File: config.mk
export PLATFORM = sky130hd
export DESIGN_NAME = debounce_edge
export DESIGN_NICKNAME = d
export VERILOG_FILES = /design/src/rtl/debounce_pkg.sv /design/src/rtl/debounce_edge_channel.sv /design/src/rtl/debounce_edge.sv
export SDC_FILE = /design/constraint.sdc
export NUM_CORES = 1
export LEC_CHECK = 0
export ABC_AREA = 1
export CAP_MARGIN = 20
export CORE_MARGIN = 5
export CORE_UTILIZATION = 55
export CTS_CLUSTER_DIAMETER = 80
export CTS_CLUSTER_SIZE = 16
export DETAILED_ROUTE_END_ITERATION = 10
export GPL_TIMING_DRIVEN = 0
export PLACE_DENSITY_LB_ADDON = 0.1
export SLEW_MARGIN = 20
export SYNTH_ARGS = -nofsm -noshare
export SYNTH_HDL_FRONTEND = slang
export SYNTH_HIERARCHICAL = 1
export SYNTH_SLANG_ARGS = --single-unit
File: constraint.sdc
create_clock -name clk -period 2.1 [get_ports clk]
set_input_delay 0.42 -clock clk [delete_from_list [all_inputs] [get_ports clk]]
set_output_delay 0.42 -clock clk [all_outputs]
set_load 0.03 [all_outputs]
File: src/rtl/debounce_pkg.sv
// Shared constants and counter-width helpers for the debounce_edge block.
package debounce_pkg;

    localparam int DEBNC_CLOCKS_DEF = 16;
    localparam int SYNC_STAGES_DEF  = 2;
    localparam int HOLD_CLOCKS_DEF  = 1024;

    // Debounce counter must be able to represent 0..DEBNC_CLOCKS.
    function automatic int debnc_cnt_width(input int debnc_clocks);
        return $clog2(debnc_clocks + 1);
    endfunction

    // Hold counter saturates at HOLD_CLOCKS, so it needs 0..HOLD_CLOCKS.
    function automatic int hold_cnt_width(input int hold_clocks);
        return $clog2(hold_clocks + 1);
    endfunction

endpackage

File: src/rtl/debounce_edge_channel.sv
// One debounced channel: synchroniser, mismatch counter, level register,
// registered rise/fall pulses and a one-shot long-press detector.
module debounce_edge_channel
    import debounce_pkg::*;
#(
    parameter int   DEBNC_CLOCKS = DEBNC_CLOCKS_DEF,
    parameter int   SYNC_STAGES  = SYNC_STAGES_DEF,
    parameter int   HOLD_CLOCKS  = HOLD_CLOCKS_DEF,
    parameter logic RESET_LEVEL  = 1'b0
) (
    input  logic clk,
    input  logic rst,
    input  logic signal_in,
    output logic signal_out,
    output logic rise_pulse,
    output logic fall_pulse,
    output logic hold_pulse,
    output logic event_next
);

    localparam int DW = debnc_cnt_width(DEBNC_CLOCKS);
    localparam int HW = hold_cnt_width(HOLD_CLOCKS);
    localparam logic [DW-1:0] DEBNC_LAST = DW'(DEBNC_CLOCKS - 1);
    localparam logic [HW-1:0] HOLD_MAX   = HW'(HOLD_CLOCKS);
    localparam logic [HW-1:0] HOLD_LAST  = HW'(HOLD_CLOCKS - 1);

    logic [SYNC_STAGES-1:0] sync_reg;
    logic                   sync_bit;
    logic [DW-1:0]          debnc_cnt_reg, debnc_cnt_next;
    logic [HW-1:0]          hold_cnt_reg, hold_cnt_next;
    logic                   level_reg, level_next;
    logic                   rise_reg, rise_next;
    logic                   fall_reg, fall_next;
    logic                   hold_reg, hold_next;

    assign sync_bit = sync_reg[SYNC_STAGES-1];

    always_comb begin
        debnc_cnt_next = '0;
        level_next     = level_reg;
        rise_next      = 1'b0;
        fall_next      = 1'b0;
        if (sync_bit != level_reg) begin
            if (debnc_cnt_reg == DEBNC_LAST) begin
                level_next = ~level_reg;
                rise_next  = ~level_reg;
                fall_next  = level_reg;
            end else begin
                debnc_cnt_next = debnc_cnt_reg + 1'b1;
            end
        end
    end

    // Hold count follows the next level so the first high cycle counts as 1
    // and HOLD_CLOCKS=1 fires together with the rise pulse.
    always_comb begin
        hold_cnt_next = '0;
        hold_next     = 1'b0;
        if (level_next) begin
            if (hold_cnt_reg != HOLD_MAX) begin
                hold_cnt_next = hold_cnt_reg + 1'b1;
            end else begin
                hold_cnt_next = hold_cnt_reg;
            end
            hold_next = (hold_cnt_reg == HOLD_LAST);
        end
    end

    always_ff @(posedge clk) begin
        if (rst) begin
            sync_reg      <= {SYNC_STAGES{RESET_LEVEL}};
            debnc_cnt_reg <= '0;
            hold_cnt_reg  <= '0;
            level_reg     <= RESET_LEVEL;
            rise_reg      <= 1'b0;
            fall_reg      <= 1'b0;
            hold_reg      <= 1'b0;
        end else begin
            sync_reg      <= {sync_reg[SYNC_STAGES-2:0], signal_in};
            debnc_cnt_reg <= debnc_cnt_next;
            hold_cnt_reg  <= hold_cnt_next;
            level_reg     <= level_next;
            rise_reg      <= rise_next;
            fall_reg      <= fall_next;
            hold_reg      <= hold_next;
        end
    end

    assign signal_out = level_reg;
    assign rise_pulse = rise_reg;
    assign fall_pulse = fall_reg;
    assign hold_pulse = hold_reg;
    assign event_next = rise_next | fall_next;

endmodule

File: src/rtl/debounce_edge.sv
// Multi-channel debouncer with edge and long-press event pulses.
module debounce_edge
    import debounce_pkg::*;
#(
    parameter int   PORT_WIDTH   = 4,
    parameter int   DEBNC_CLOCKS = DEBNC_CLOCKS_DEF,
    parameter int   SYNC_STAGES  = SYNC_STAGES_DEF,
    parameter int   HOLD_CLOCKS  = HOLD_CLOCKS_DEF,
    parameter logic RESET_LEVEL  = 1'b0
) (
    input  logic                  clk,
    input  logic                  rst,
    input  logic [PORT_WIDTH-1:0] signal_in,
    output logic [PORT_WIDTH-1:0] signal_out,
    output logic [PORT_WIDTH-1:0] rise_pulse,
    output logic [PORT_WIDTH-1:0] fall_pulse,
    output logic [PORT_WIDTH-1:0] hold_pulse,
    output logic                  any_event
);

    logic [PORT_WIDTH-1:0] event_next;
    logic                  any_event_reg;

    genvar gi;
    generate
        for (gi = 0; gi < PORT_WIDTH; gi++) begin : g_chan
            debounce_edge_channel #(
                .DEBNC_CLOCKS (DEBNC_CLOCKS),
                .SYNC_STAGES  (SYNC_STAGES),
                .HOLD_CLOCKS  (HOLD_CLOCKS),
                .RESET_LEVEL  (RESET_LEVEL)
            ) u_chan (
                .clk        (clk),
                .rst        (rst),
                .signal_in  (signal_in[gi]),
                .signal_out (signal_out[gi]),
                .rise_pulse (rise_pulse[gi]),
                .fall_pulse (fall_pulse[gi]),
                .hold_pulse (hold_pulse[gi]),
                .event_next (event_next[gi])
            );
        end
    endgenerate

    // Registered from the channels' next-state terms so it lines up with the pulses.
    always_ff @(posedge clk) begin
        if (rst) begin
            any_event_reg <= 1'b0;
        end else begin
            any_event_reg <= |event_next;
        end
    end

    assign any_event = any_event_reg;

endmodule

After elaboration in Yosys (flattened, before gate mapping)

Index checks and enable logic that the tools add are counted.

Reductions and logical operators: 9
$lt $le $gt $ge: 0
$mul: 0
Multiplexer cells: 24
Div/mod/pow operators: 0
Add/subtract/negate cells: 8
Bitwise gates (word level): 16
Shifts and indexed selects: 0
Equal/unequal tests: 16

Operators by type and width:

| kind                    | number |
|---|---|
| $add A11 B1 Y11 const B | 4 |
| $eq A11 B10 Y1 const B  | 4 |
| $ne A11 B11 Y1 const B  | 4 |
| $mux W1                 | 24 |
| $add A5 B1 Y5 const B   | 4 |
| $eq A5 B4 Y1 const B    | 4 |
| $not A1 Y1              | 12 |
| $reduce_or A3 Y1        | 4 |
| $reduce_or A2 Y1        | 4 |
| $ne A1 B1 Y1            | 4 |
| $or A1 B1 Y1            | 4 |
| $reduce_or A4 Y1        | 1 |

Output and inout port bits: 17
Memories: 0
RAM bits: 0
Flip-flop bits (word level): 89
Input bits: 6
ROM bits: 0
Latch bits: 0

Depth between registers and ports, before layout

Word-level depth: 5
Depth in mapped cells: 11

By module

Netlist, hierarchy kept.

By module, submodules not included:

| module                | times used | cells an instance | area an instance (um^2) | seq. area each (um^2) |
|---|---|---|---|---|
| debounce_edge_channel | 4          | 136               | 1023.5                  | 440.4 |
| debounce_edge         | 1          | 4                 | 32.5                    | 20.0 |

Worst setup path before layout

OpenSTA, ideal clock, no wires.

Kind: register to register
From: register g_chan[0].u_chan.debnc_cnt_reg[0]
To: register g_chan[0].u_chan.hold_cnt_reg[3]
Setup slack: 0.635 ns
Data arrival time: 1.340 ns
Data required time: 1.975 ns
Period minus slack after synthesis: 1.465 ns
Buffers on the path: 0
Cell stages (with the launch flop): 12
Cells stage by stage: dfxtp_1 ha_1 nand2_1 nor2_1 ha_1 inv_1 nand2_1 nand2_1 nand2_2 inv_2 o21ai_0 a21oi_1

Word-level cells in the longest chain between the ends: 5

Ends and longest elaborated chain:

| what                              | line                        | text |
|---|---|---|
| from (decl)                       | debounce_edge_channel.sv:29 | `logic [DW-1:0] debnc_cnt_reg, debnc_cnt_next;` |
| from (signal assigned)            | debounce_edge_channel.sv:80 | `debnc_cnt_reg <= debnc_cnt_next;` |
| $eq A5 B4 Y1                      | debounce_edge_channel.sv:44 | `if (debnc_cnt_reg == DEBNC_LAST) begin` |
| $mux W1                           | debounce_edge_channel.sv:44 |  |
| $mux W1                           | debounce_edge_channel.sv:43 | `if (sync_bit != level_reg) begin` |
| $not A1 Y1 (no source line)       | -                           |  |
| $reduce_or A2 Y1 (no source line) | -                           |  |
| to (signal assigned)              | debounce_edge_channel.sv:81 | `hold_cnt_reg <= hold_cnt_next;` |
| to (decl)                         | debounce_edge_channel.sv:30 | `logic [HW-1:0] hold_cnt_reg, hold_cnt_next;` |

No other way between the ends.
A chain may end at the register's enable or synchronous reset.

Final worst setup path

From: register g_chan[2].u_chan.level_reg
To: output signal_out[2]

RTL lines:

| what                   | line                        | text |
|---|---|---|
| from (decl)            | debounce_edge_channel.sv:31 | `logic level_reg, level_next;` |
| from (signal assigned) | debounce_edge_channel.sv:82 | `level_reg <= level_next;` |
| to (decl)              | debounce_edge.sv:14         | `output logic [PORT_WIDTH-1:0] signal_out,` |

No word-level cell between the ends.

==> impl_metrics.csv <==
group,metric,value,unit
outcome,status,"finished, final reports clean",
route,firstDrtPassIters,4,
placed_design,port_buffers,22,
route,m1WireLength,3480,µm
setup_path,path_delay_family,"buffers and inverters",
clock_tree,cts_resized,0,
power,ir_drop,0.452,mV
synthesis,ys_top_cells_by_count,"nor2_1, nand2_1, dfxtp_1",
timing,setup_ws,0.182,ns
setup_path,slowest_delay,0.72,ns
floorplanning,die_h,96.6,µm
floorplanning,die_area,9330,µm²
synthesis,yosys-top-cells-area,"dfxtp_1, nor2_1, nand2_1",
route,drc,0,
synthesis,ys_ff_latch,89,
timing,fin_crit,1.92,ns
synthesis,syn_avg_cell_area,7.53,µm²
layout,postLayoutCoreUtil,64.7,%
placed_design,hpwl,5400,µm
synthesis,ys.warnings.count,6,
clock_tree,clkTransAtPathRegs,0.08,ns
power,pwr-share-seq,54.4,%
route,viasPerCell,4.93,
synthesis,synth.top_cell.area_share,43.2,%
route,wl_per_cell,10.4,µm
setup_path,required,1.68,ns
clock_tree,htreeDepth,3,
floorplanning,core_area,7290,µm²
grt,grt_pass1_wl,12800,µm
power,p_leak,2.08,nW
route,wl,7150,µm
route,met3_length,269,µm
power,p_int,2.53,mW
floorplanning,initial_core_util,56.6,%
grt,grt_use_total,15.9,%
synthesis,syn_inst,548,
placed_design,preCtsSetupSlack,-0.0719,ns
clock_tree,post-cts-setup-buffer-count,0,
timing,rsz0062_at_grt,"no",
timing,tightest_slew,0.774,ns
timing,fin_crit_sh,91.3,%
floorplanning,fp.dieW,96.6,µm
setup_path,critPathLaunchType,"flop",
timing,slew_headroom,48.2,%
setup_path,cp.arrival,1.50,ns
timing,final_max_slew_viol_count,0,
synthesis,async_reset_ff_share,0,%
power,p_clk_share,44.5,%
setup_path,cp-end-kind,"primary output",
clock_tree,insertion_delay,0.35,ns
power,pwr-share-comb,1.1,%
synthesis,synth_ff_type,"dfxtp_1",
placed_design,dpl.cell_count,669,
grt,first_global_vias,3111,
route,ant_nets,0,
route,dr_total_vias,3377,
setup_path,crit_fanout,5,
route,wl_met2,3300,µm
setup_path,crit_buf_inv,1,
power,switching_share,19.1,%
synthesis,synth_fp_nets,574,
route,top_layer,"met4",
synthesis,ys_seq_area_share,43.2,%
clock_tree,hold_buffers,0,
synthesis,synthMostInstantiatedCell,"nor2_1",
layout,largest_reg_flops,44,
layout,antennaDiodeCount,0,
grt,antenna_found_initial,0,
power,power.total,3.13,mW
layout,synthToLayoutAreaGrowth,14.3,%
min_path,hold_class,"flop to flop",
synthesis,syn_area,4130,µm²
clock_tree,cts_root_buffer,"clkbuf_8",
placed_design,place.gp.congestion,0.815,
clock_tree,clk_path_buf_depth,2,
clock_tree,cts_made_buffers,9,
setup_path,reg2reg_slack,0.34,ns
setup_path,path_cells,"clkdlybuf4s50_1",
timing,finalHoldViolations,0,
floorplanning,io_pins,23,
route,drt_iter0_drc,87,
synthesis,synth_edf_count,0,
layout,finalNonFillerCells,685,
floorplanning,placement_rows,31,
power,power_density,664,nW/µm²
synthesis,yosysUniqueCellTypes,19,
timing,setup_viol,0,
setup_path,crit_type,"flop to primary output",
clock_tree,cts_tree,"yes",
timing,max_freq,0.521,GHz
timing,finalClockSkew,0.0126,ns
clock_tree,cts_sinks,89,
layout,fin_nets,607,
setup_path,cpMaxStageDelayCell,"clkdlybuf4s50_1",
layout,layout-drive-gt1-share,10.1,%
grt,grt_max_degree,22,
power,p_switching,0.598,mW
job,cap_violations,0,
grt,grt_overflow_total,0,
synthesis,yosysTopAreaCell,"dfxtp_1",
==> final timing paths <==
| check | to | cells past startpoint | from |
|---|---|---|---|
| hold reg to reg | g_chan[3].u_chan/sync_reg[1]$_SDFF_PP0_ | 2 | g_chan[3].u_chan/sync_reg[0]$_SDFF_PP0_ |
| hold / removal | g_chan[3].u_chan/sync_reg[1]$_SDFF_PP0_ | 2 | g_chan[3].u_chan/sync_reg[0]$_SDFF_PP0_ |
| setup / recovery | signal_out[2] | 1 | g_chan[2].u_chan/signal_out$_SDFF_PP0_ |
| setup reg to reg | g_chan[2].u_chan/hold_cnt_reg[3]$_SDFFE_PP0P_ | 11 | g_chan[2].u_chan/debnc_cnt_reg[0]$_SDFF_PP0_ |
==> placed cells by master, fill, tap and decap left out <==
master / instances
xnor2_1: 4
clkinv_2: 1
clkinvlp_4: 1
nand3_2: 4
inv_1: 64
nand3b_1: 8
nand4_1: 12
a21oi_1: 29
clkdlybuf4s50_1: 22
ha_1: 20
bufinv_16: 3
clkbuf_1: 1
nand3_1: 44
o21ai_0: 12
nor3_1: 8
xor2_1: 8
nand2_1: 100
nand2_2: 12
inv_2: 12
dfxtp_1: 89
clkbuf_8: 10
nor2_8: 4
nor2_4: 8
nand2_4: 4
nor2_1: 106
==> through the flow <==
stage / area (µm²) / setup TNS (ns) / hold slack, ns
CTS: 4710 / 0 / 0.412
finish: 4710 / 0 / 0.410
detailed placement: 4470 / -0.668 / 0.396
floorplan: 4130 / 0 / 0.388
global placement: 4470 / -0.614 / 0.391
global route: 4710 / 0 / 0.437
==> metal layers <==
metal,vias to the layer above,GRT usage [%]
met3,9,3.45
met1,1519,19.6
li1,1797,-
met5,-,0
met2,52,26.7
met4,0,7.02
==> cell type report <==
type	instances	area [µm²]
Tap cell	99	124
Fill cell	669	2580
Inverter	76	285
Sequential cell	89	1780
Clock inverter	5	103
Clock buffer	11	141
Multi-Input combinational cell	383	2060
Timing Repair Buffer	22	220
==> power by group through the flow <==
stage	logic (mW)	registers [mW]	clock network [mW]
global placement	0.0341	1.74	0
global route	0.0395	1.70	1.52
CTS	0.0349	1.70	1.45
floorplan	0.0169	1.74	0
detailed placement	0.0348	1.74	0
finish	0.0347	1.70	1.39
==> kinds of logic (layout without fill, tap and decap cells) <==
kind of cell | count (synthesis) | after routing | share of synthesized area [%]
adders and majority gates | 20 | 20 | 6.06
DFF | 89 | 89 | 43.2
and+or+nand+nor | 310 | 310 | 36.3
AOI/OAI and AO/OA | 41 | 41 | 4.97
buffers and inverters | 76 | 114 | 6.91
xor gates and xnor gates | 12 | 12 | 2.55
(Power assumes the default switching activity.)
